===== src/rtl/cpu_io_pkg.sv =====
// -----------------------------------------------------------------------------
// cpu_io_pkg
// Definitions shared by the CPU output path: default word/byte widths used by
// the CPU top, the serializer state encoding and a helper that derives the
// number of bytes per word.
// -----------------------------------------------------------------------------
package cpu_io_pkg;

  // Defaults shared with the CPU top so both sides agree on the word format.
  localparam int unsigned CPU_WIDTH     = 24;
  localparam int unsigned CPU_BYTEWIDTH = 8;

  // Serializer FSM states.
  typedef enum logic {
    IDLE = 1'b0,
    SEND = 1'b1
  } ser_state_e;

  // Bytes emitted per CPU word (WIDTH is a multiple of BYTEWIDTH).
  function automatic int unsigned calc_nbytes(input int unsigned width,
                                              input int unsigned bytewidth);
    return width / bytewidth;
  endfunction

endpackage


===== src/rtl/sync_fifo.sv =====
// -----------------------------------------------------------------------------
// sync_fifo
// Single-clock FIFO with first-word-fall-through read data.
//
// Ports:
//   clk_i     clock, all state updates on the rising edge
//   rst_ni    asynchronous active-low reset (clears pointers and count)
//   push_i    write request; accepted when not full, or when full and a pop
//             happens on the same edge
//   wdata_i   data written on an accepted push
//   pop_i     read request; ignored when empty
//   rdata_o   word at the head of the FIFO (valid when !empty_o)
//   count_o   number of words held (0..DEPTH)
//   full_o    FIFO holds DEPTH words
//   empty_o   FIFO holds no words
// -----------------------------------------------------------------------------
module sync_fifo #(
  parameter int unsigned WIDTH    = 24,
  parameter int unsigned DEPTH    = 8,
  parameter int unsigned PTRWIDTH = 3
) (
  input  logic                clk_i,
  input  logic                rst_ni,
  input  logic                push_i,
  input  logic [WIDTH-1:0]    wdata_i,
  input  logic                pop_i,
  output logic [WIDTH-1:0]    rdata_o,
  output logic [PTRWIDTH:0]   count_o,
  output logic                full_o,
  output logic                empty_o
);

  logic [WIDTH-1:0]    mem_q [DEPTH];
  logic [PTRWIDTH-1:0] wr_ptr_q;
  logic [PTRWIDTH-1:0] rd_ptr_q;
  logic [PTRWIDTH:0]   count_q;
  logic                do_push;
  logic                do_pop;

  assign full_o  = (count_q == (PTRWIDTH+1)'(DEPTH));
  assign empty_o = (count_q == '0);
  assign count_o = count_q;
  assign rdata_o = mem_q[rd_ptr_q];

  // A full FIFO still accepts a push when a pop frees the head slot on the
  // same edge; the pop reads the old head before the write lands.
  assign do_pop  = pop_i && !empty_o;
  assign do_push = push_i && (!full_o || do_pop);

  // NOTE: sequential state uses non-blocking assignments so every register
  // samples pre-edge values regardless of statement order.
  always_ff @(posedge clk_i or negedge rst_ni) begin
    if (!rst_ni) begin
      wr_ptr_q <= '0;
      rd_ptr_q <= '0;
      count_q  <= '0;
    end else begin
      // Pointers wrap modulo DEPTH by natural overflow (DEPTH = 2**PTRWIDTH).
      if (do_push) wr_ptr_q <= wr_ptr_q + PTRWIDTH'(1);
      if (do_pop)  rd_ptr_q <= rd_ptr_q + PTRWIDTH'(1);
      if (do_push && !do_pop) begin
        count_q <= count_q + (PTRWIDTH+1)'(1);
      end else if (!do_push && do_pop) begin
        count_q <= count_q - (PTRWIDTH+1)'(1);
      end
    end
  end

  // NOTE: the storage array is deliberately not reset; the count and pointers
  // define which entries are meaningful, so stale contents are never read.
  always_ff @(posedge clk_i) begin
    if (do_push) mem_q[wr_ptr_q] <= wdata_i;
  end

endmodule


===== src/rtl/cpu_out_serializer.sv =====
// -----------------------------------------------------------------------------
// cpu_out_serializer
// Captures CPU output words (out while outFlag=1) into a FIFO and emits each
// word MSB-first as a byte stream over a valid/ready handshake.
//
// Ports:
//   clock      system clock, rising edge
//   reset      asynchronous active-low reset; discards buffered and partial words
//   outFlag    CPU output strobe, one cycle per word
//   out        CPU output word, valid while outFlag=1
//   byteData   current byte toward the consumer (stable while stalled)
//   byteValid  byteData is valid
//   byteReady  consumer accepts byteData this cycle
//   fifoCount  words held in the FIFO (0..DEPTH)
//   empty      FIFO holds no words
//   overflow   sticky: a word arrived while the FIFO was full and was dropped
//   busy       FIFO non-empty or serializer not idle
// -----------------------------------------------------------------------------
module cpu_out_serializer
  import cpu_io_pkg::*;
#(
  parameter int unsigned WIDTH     = CPU_WIDTH,
  parameter int unsigned BYTEWIDTH = CPU_BYTEWIDTH,
  parameter int unsigned DEPTH     = 8,
  parameter int unsigned PTRWIDTH  = 3
) (
  input  logic                 clock,
  input  logic                 reset,
  input  logic                 outFlag,
  input  logic [WIDTH-1:0]     out,
  output logic [BYTEWIDTH-1:0] byteData,
  output logic                 byteValid,
  input  logic                 byteReady,
  output logic [PTRWIDTH:0]    fifoCount,
  output logic                 empty,
  output logic                 overflow,
  output logic                 busy
);

  localparam int unsigned NBYTES   = calc_nbytes(WIDTH, BYTEWIDTH);
  localparam int unsigned IDXW     = (NBYTES > 1) ? $clog2(NBYTES) : 1;
  localparam logic [IDXW-1:0] IDX_LAST = IDXW'(NBYTES - 1);

  ser_state_e       state_q;
  logic [WIDTH-1:0] shreg_q;
  logic [IDXW-1:0]  idx_q;
  logic             overflow_q;

  logic [WIDTH-1:0] fifo_head;
  logic             fifo_full;
  logic             fifo_empty;
  logic             load_w;
  logic             drop_w;

  sync_fifo #(
    .WIDTH    (WIDTH),
    .DEPTH    (DEPTH),
    .PTRWIDTH (PTRWIDTH)
  ) u_fifo (
    .clk_i   (clock),
    .rst_ni  (reset),
    .push_i  (outFlag),
    .wdata_i (out),
    .pop_i   (load_w),
    .rdata_o (fifo_head),
    .count_o (fifoCount),
    .full_o  (fifo_full),
    .empty_o (fifo_empty)
  );

  // A new word is loaded (and popped) either from IDLE, or in SEND when the
  // last byte of the current word is accepted -- that second case gives
  // back-to-back words with no bubble. The registered empty flag is used, so a
  // push on the same edge is only seen on the following edge.
  // NOTE: every signal assigned in always_comb gets a default first, so no
  // path leaves it unassigned and no latch is inferred.
  always_comb begin
    load_w = 1'b0;
    if (!fifo_empty) begin
      if (state_q == IDLE) begin
        load_w = 1'b1;
      end else if (byteReady && (idx_q == '0)) begin
        load_w = 1'b1;
      end
    end
  end

  // Drop only when full and no pop frees a slot on this edge.
  assign drop_w = outFlag && fifo_full && !load_w;

  always_ff @(posedge clock or negedge reset) begin
    if (!reset) begin
      state_q    <= IDLE;
      shreg_q    <= '0;
      idx_q      <= '0;
      overflow_q <= 1'b0;
    end else begin
      if (drop_w) overflow_q <= 1'b1;

      if (load_w) begin
        shreg_q <= fifo_head;
        idx_q   <= IDX_LAST;
        state_q <= SEND;
      end else if ((state_q == SEND) && byteReady) begin
        if (idx_q != '0) begin
          shreg_q <= shreg_q << BYTEWIDTH;
          idx_q   <= idx_q - IDXW'(1);
        end else begin
          state_q <= IDLE;
        end
      end
      // With byteReady=0 nothing changes, which keeps byteData stable.
    end
  end

  assign byteData  = shreg_q[WIDTH-1 -: BYTEWIDTH];
  assign byteValid = (state_q == SEND);
  assign empty     = fifo_empty;
  assign overflow  = overflow_q;
  assign busy      = !fifo_empty || (state_q != IDLE);

endmodule


===== config.mk =====
export PLATFORM = sky130hd
export DESIGN_NAME = cpu_out_serializer
export DESIGN_NICKNAME = d
export VERILOG_FILES = /design/src/rtl/cpu_io_pkg.sv /design/src/rtl/sync_fifo.sv /design/src/rtl/cpu_out_serializer.sv
export SDC_FILE = /design/constraint.sdc
export NUM_CORES = 1
export LEC_CHECK = 0
export ABC_AREA = 1
export ABC_CLOCK_PERIOD_IN_PS = 3600
export CAP_MARGIN = 5
export CORE_MARGIN = 4
export CORE_UTILIZATION = 35
export DETAILED_ROUTE_END_ITERATION = 10
export MAX_ROUTING_LAYER = met4
export PLACE_DENSITY = 0.53
export SYNTH_ARGS = -nofsm -noshare
export SYNTH_HDL_FRONTEND = slang
export SYNTH_HIERARCHICAL = 1
export SYNTH_SLANG_ARGS = --single-unit

===== constraint.sdc =====
create_clock -name clock -period 3.6 [get_ports clock]
set_input_delay 0.36 -clock clock [delete_from_list [all_inputs] [get_ports clock]]
set_output_delay 0.36 -clock clock [all_outputs]
set_load 0.02 [all_outputs]

Yosys cells after proc, flatten, opt, wreduce, memory -nomap -nowiden
Memory sizes are Yosys's and may differ from the RTL's.
Cells that the tools add are included.
{"block": "word_totals", "regBits": 38, "ram_bits": 192, "in_bits": 28, "n_memories": 1}
{"memory": "u_fifo.mem_q", "depth": 8, "word_bits": 24, "rd": 1, "rd_clocked_by_memory_dff": 0, "wr": 1, "line": "sync_fifo.sv:33", "text": "logic [WIDTH-1:0] mem_q [DEPTH];"}
{"block": "op_classes", "addsub": 5, "n_eq_ne": 2, "muxes": 16, "n_reduce_logical": 23}
{"cell": "24-bit two-way mux", "count": 3}
{"cell": "1-bit logical AND", "count": 8}
{"cell": "1-bit two-way mux", "count": 8}
{"cell": "4-bit two-way mux", "count": 2}
{"cell": "2-bit nonzero test", "count": 4}
{"cell": "3-bit by 1-bit adder with 3-bit output (second input constant)", "count": 2}
{"cell": "2-bit two-way mux", "count": 3}
{"cell": "1-bit logical NOT", "count": 5}
{"cell": "4-bit by 1-bit adder with 4-bit output (second input constant)", "count": 1}
{"cell": "4-bit equality test (second input constant)", "count": 1}
{"cell": "4-bit logical NOT", "count": 1}
{"cell": "2-bit AND reduction", "count": 2}
{"cell": "4-bit by 1-bit subtractor with 4-bit output (second input constant)", "count": 1}
{"cell": "2-bit logical NOT", "count": 1}
{"cell": "1-bit logical OR", "count": 2}
{"cell": "2-bit != test (second input constant)", "count": 1}
{"cell": "2-bit by 1-bit subtractor with 2-bit output (second input constant)", "count": 1}

Depth between registers and ports, before layout
{"block": "depth", "ltp_word": 12, "ltp_mapped": 19}

Cells and area by module
Netlist, hierarchy kept.
{"mod": "sync_fifo", "n_inst": 1, "cells_each": 725, "area_per_inst_um2": 8355.5}
{"mod": "cpu_out_serializer", "n_inst": 1, "cells_each": 195, "area_per_inst_um2": 1515.2}

Worst setup path before layout
No wires, ideal clock.
{"block": "synth_timing", "path_type": "reg-to-reg", "start": "register u_fifo.count_q[0] (netlist: u_fifo/count_o[0])", "end": "memory u_fifo.mem_q[5][0], enable pin", "setup_time_ps": 435, "arrival_ps": 3364, "t_required_ps": 3165, "path_slack_ps": -199, "path_stages_with_launch": 11, "path_buffers": 0, "period_less_slack_ps": 3799, "cell_sequence": "dfrtp_1 -> nor2_1 -> nand3_1 -> inv_1 -> inv_2 -> nand2_4 -> inv_2 -> inv_1 -> nand4_1 -> nand2_1 -> nor3_1"}
{"block": "synth_between", "elab_chain_len": 7}
{"item": "start: declaration", "line": "sync_fifo.sv:36", "text": "logic [PTRWIDTH:0] count_q;"}
{"item": "start signal: assignment", "line": "sync_fifo.sv:62", "text": "count_q <= count_q + (PTRWIDTH+1)'(1);"}
{"item": "start signal: assignment", "line": "sync_fifo.sv:64", "text": "count_q <= count_q - (PTRWIDTH+1)'(1);"}
{"item": "4-bit logical NOT", "line": "sync_fifo.sv:41", "text": "assign empty_o = (count_q == '0);"}
{"item": "net empty", "line": "cpu_out_serializer.sv:35", "text": "output logic empty,"}
{"item": "1-bit two-way mux", "line": "cpu_out_serializer.sv:79", "text": "if (!fifo_empty) begin"}
{"item": "net load_w", "line": "cpu_out_serializer.sv:52", "text": "logic load_w;"}
{"item": "1-bit logical AND", "line": "sync_fifo.sv:47", "text": "assign do_pop = pop_i && !empty_o;"}
{"item": "1-bit logical OR", "line": "sync_fifo.sv:48", "text": "assign do_push = push_i && (!full_o || do_pop);"}
{"item": "1-bit logical AND", "line": "sync_fifo.sv:48"}
{"item": "1-bit two-way mux", "line": "sync_fifo.sv:72", "text": "if (do_push) mem_q[wr_ptr_q] <= wdata_i;"}
{"item": "1-bit two-way mux (implied by the code)", "line": "sync_fifo.sv:72"}
{"item": "end: declaration", "line": "sync_fifo.sv:33"}
The timed path passes the listed nets, and every way through them passes these cells.

Worst setup path after layout
{"block": "layout_timing", "start": "register u_fifo.count_q[1] (netlist: u_fifo/count_o[1])", "end": "register u_fifo.count_q[3] (netlist: u_fifo/count_o[3])"}
{"block": "layout_between", "elab_chain_len": 8}
{"item": "4-bit logical NOT *", "line": "sync_fifo.sv:41"}
{"item": "1-bit two-way mux *", "line": "cpu_out_serializer.sv:79"}
{"item": "net load_w", "line": "cpu_out_serializer.sv:52"}
{"item": "1-bit logical AND *", "line": "sync_fifo.sv:47"}
{"item": "1-bit logical OR *", "line": "sync_fifo.sv:48"}
{"item": "1-bit logical AND *", "line": "sync_fifo.sv:48"}
{"item": "net u_fifo.do_push", "line": "sync_fifo.sv:37", "text": "logic do_push;"}
{"item": "1-bit logical NOT", "line": "sync_fifo.sv:63", "text": "end else if (!do_push && do_pop) begin"}
{"item": "1-bit logical AND", "line": "sync_fifo.sv:63"}
{"item": "2-bit nonzero test (no line)"}
The timed path passes the listed nets; every way through them passes the cells marked *. The select of a mux whose other input is x is not followed.
A chain may end at the register's enable or synchronous reset.

==> metrics.yaml <==
first_pass_iters: 5
ant_nets: 0
fin_hold_ws_ns: 0.4792
yosys_warnings: 6
final_common_cell: "nand2_1"
synth-xor-area-share: 0.004437
vias: 6179
synth_compound_area_frac: 0.05793
fin_util: 0.4071
initial_utilization: 0.3553
switching_share: 0.3700
crit_fanout: 17
tightest_slew_ns: 0.9517
synthArstFlopShare: 0.1652
dieArea_um2: 30950
internal_power_mw: 5.788
drc: 0
die_y_um: 175.9
grt_pass1_wl_um: 34090
clk_pin_slew_worst_paths_ns: 0.06
ys_ff_latch: 230
drt_wl_total_um: 21330
syn-instance-count: 920
synthSimpleGateAreaFrac: 0.1862
io_pins: 44
power.density_nw_per_um2: 812.3
final_nets: 989
ff2ff_path_depth: 18
drive_gt1_frac: 0.08136
synthToLayoutAreaGrowth_pct: 14.58
register_area_um2: 6719
rows: 61
place_congestion: 0.7886
cap_violations: 0
muxShareOfSynthArea: 0
cts.sinks: 230
first_global_vias: 6109
rsz0062_at_grt: "false"
final_cell_mix: "356 x nand2_1, 192 x edfxtp_1, 59 x o21ai_0"
die_x_um: 175.9
arrival_ns: 3.57
ys_seq_area_frac: 0.6804
post-cts-setup-buffer-count: 0
p_comb_frac: 0.348
p_leak_nw: 4.472
ys.flop_type: "edfxtp_1"
power_switching_mw: 3.399
max_freq_mhz: 316.2
h-tree-depth: 1
grt_max_degree: 98
yosysUniqueCellTypes: 34
antenna_found_initial: 0
grt-ovfl-total: 0
hp-class: "register to register"
criticalPathCategory: "register to register"
drv_slew: 0
synth_edf_count: 192
portBuffers: 43
cp-start-kind: "register"
hold_path_depth: 2
drt_iter0_markers: 402
synthAdderAreaFrac: 0.009634
grt_use_total: 0.1426
clockBufferDepth: 3
cts_made_buffers: 25
cts-root-buf: "clkbuf_16"
clkPwrFrac: 0.261
nFillCells: 2739
fin_skew_ns: 0.007196
hold_viol: 0
wl_per_cell_um: 15.81
power_frac_seq: 0.392
insertion_delay_ns: 0.52
period_needed_ns: 3.162
peakVddDrop_v: 0.0004711
finalCritPeriodShare: 0.8784
syn_nets: 955
status: "completed"
relSlewSlack: 0.3648
cts_tree: "built"
viasPerCell: 4.580
setup_viol: 0
coreArea_um2: 27780
dp_hpwl_um: 12190
synth_area_per_cell_um2: 10.73
multi_input_area_um2: 2579
critPathRequiredTime_ns: 4.01
synth_area_um2: 9871
crit_path_end_kind: "register"
synth_top_family_by_area: "simple AND/OR/NAND/NOR gates"
num_antenna_cells: 0
-- Yosys cell counts (2+ instances only) --
library cell	number	share of area
buf_2	15	0.0076
buf_4	13	0.0099
buf_6	15	0.017
clkbuf_1	2	0.00076
clkbuf_2	4	0.0020
dfrtp_1	38	0.096
edfxtp_1	192	0.58
ha_1	6	0.0076
inv_1	49	0.019
inv_2	3	0.0011
nand2_1	356	0.14
nand2_4	3	0.0034
nand3_1	37	0.019
nand3_2	2	0.0020
nor2_1	55	0.021
nor3_1	4	0.0020
o21ai_0	59	0.030
o21ai_1	48	0.024
xnor2_1	3	0.0027
xor2_1	2	0.0018
-- stage by stage --
stage / cell area (µm²) / setup TNS (ns) / cells / power [mW] / setup slack, ns
after floorplan: 9871 / -19.15 / 920 / 6.021 / -0.1995
after global placement: 10530 / 0 / 1304 / 6.867 / 0.4539
after detailed placement: 10530 / 0 / 1304 / 6.879 / 0.3583
after CTS: 11310 / 0 / 1349 / 9.299 / 0.3468
after global routing: 11310 / 0 / 1349 / 9.849 / 0.04805
final: 11310 / 0 / 1349 / 9.187 / 0.4377
-- registers in the layout, indices dropped and copies added (netlist names) --
name             flops
shreg_q             24
overflow             1
u_fifo/mem_q       192
idx_q                2
u_fifo/wr_ptr_q      3
byteValid            1
u_fifo/rd_ptr_q      3
u_fifo/count_o       4
-- worst max-delay path, cell delays in order, from the launching register on --
cell and delay (ns):
dfrtp_1 0.46, nor2_1 0.16, nand3_1 0.17, inv_2 0.18, inv_2 0.16, nand2_4 0.21
inv_2 0.13, inv_1 0.08, nand4_1 0.18, nand2_1 0.14, inv_1 0.05, ha_1 0.20
inv_1 0.13, ha_1 0.30, or2_2 0.29, nand2_1 0.07, nand2_1 0.04, nand3_1 0.07
nand2_1 0.05
-- layer usage --
| metal | vias up | GRT usage | share of wire |
|---|---|---|---|
| met5 | - | - | 0 |
| met4 | 0 | 0.02827 | 0.017 |
| met3 | 31 | 0.02227 | 0.036 |
| met2 | 112 | 0.2191 | 0.44 |
| met1 | 2920 | 0.2040 | 0.50 |
| li1 | 3116 | - | - |
-- what timing repair did --
action | in CTS | in global routing
endpoints found under the hold margin | 38 | 0
gates resized for setup | 0 | 1
endpoints found under the setup margin | 0 | 1
hold buffers | 1 | 0
-- power groups by stage --
stage | Clock [mW] | Combinational, mW | Sequential (mW)
2_1_floorplan | 0 | 2.37 | 3.65
3_3_place_gp | 0 | 3.22 | 3.64
3_5_place_dp | 0 | 3.23 | 3.65
4_1_cts | 2.46 | 3.24 | 3.60
5_1_grt | 2.57 | 3.63 | 3.65
6_report | 2.39 | 3.20 | 3.60
-- final timing paths --
kind | from | to | slack, ns
setup / recovery | u_fifo/count_o[1] | u_fifo/count_o[3] | 0.44
hold / removal | shreg_q[13] | shreg_q[13] | 0.48
setup reg to reg | u_fifo/count_o[1] | u_fifo/count_o[3] | 0.44
hold reg to reg | shreg_q[13] | shreg_q[13] | 0.48
max in group asynchronous | reset | u_fifo/rd_ptr_q[0] | 2.50
min in group asynchronous | reset | u_fifo/count_o[1] | 0.50
-- cells by family after synthesis --
family	after synthesis
AO/OA/AOI/OAI	111
XOR/XNOR	5
adder cells (fa/ha/maj)	7
buffers and inverters	105
flip-flops	230
AND/OR/NAND/NOR	462
-- area by class of cell --
class	instances	area share
tap	378	0.04182
multi-input combinational	585	0.2280
timing repair buffer	58	0.04890
clock inverter	12	0.008076
clock buffer	32	0.06029
inverter	54	0.01881
sequential	230	0.5941
Note: power is estimated with default switching activity, not from simulation.
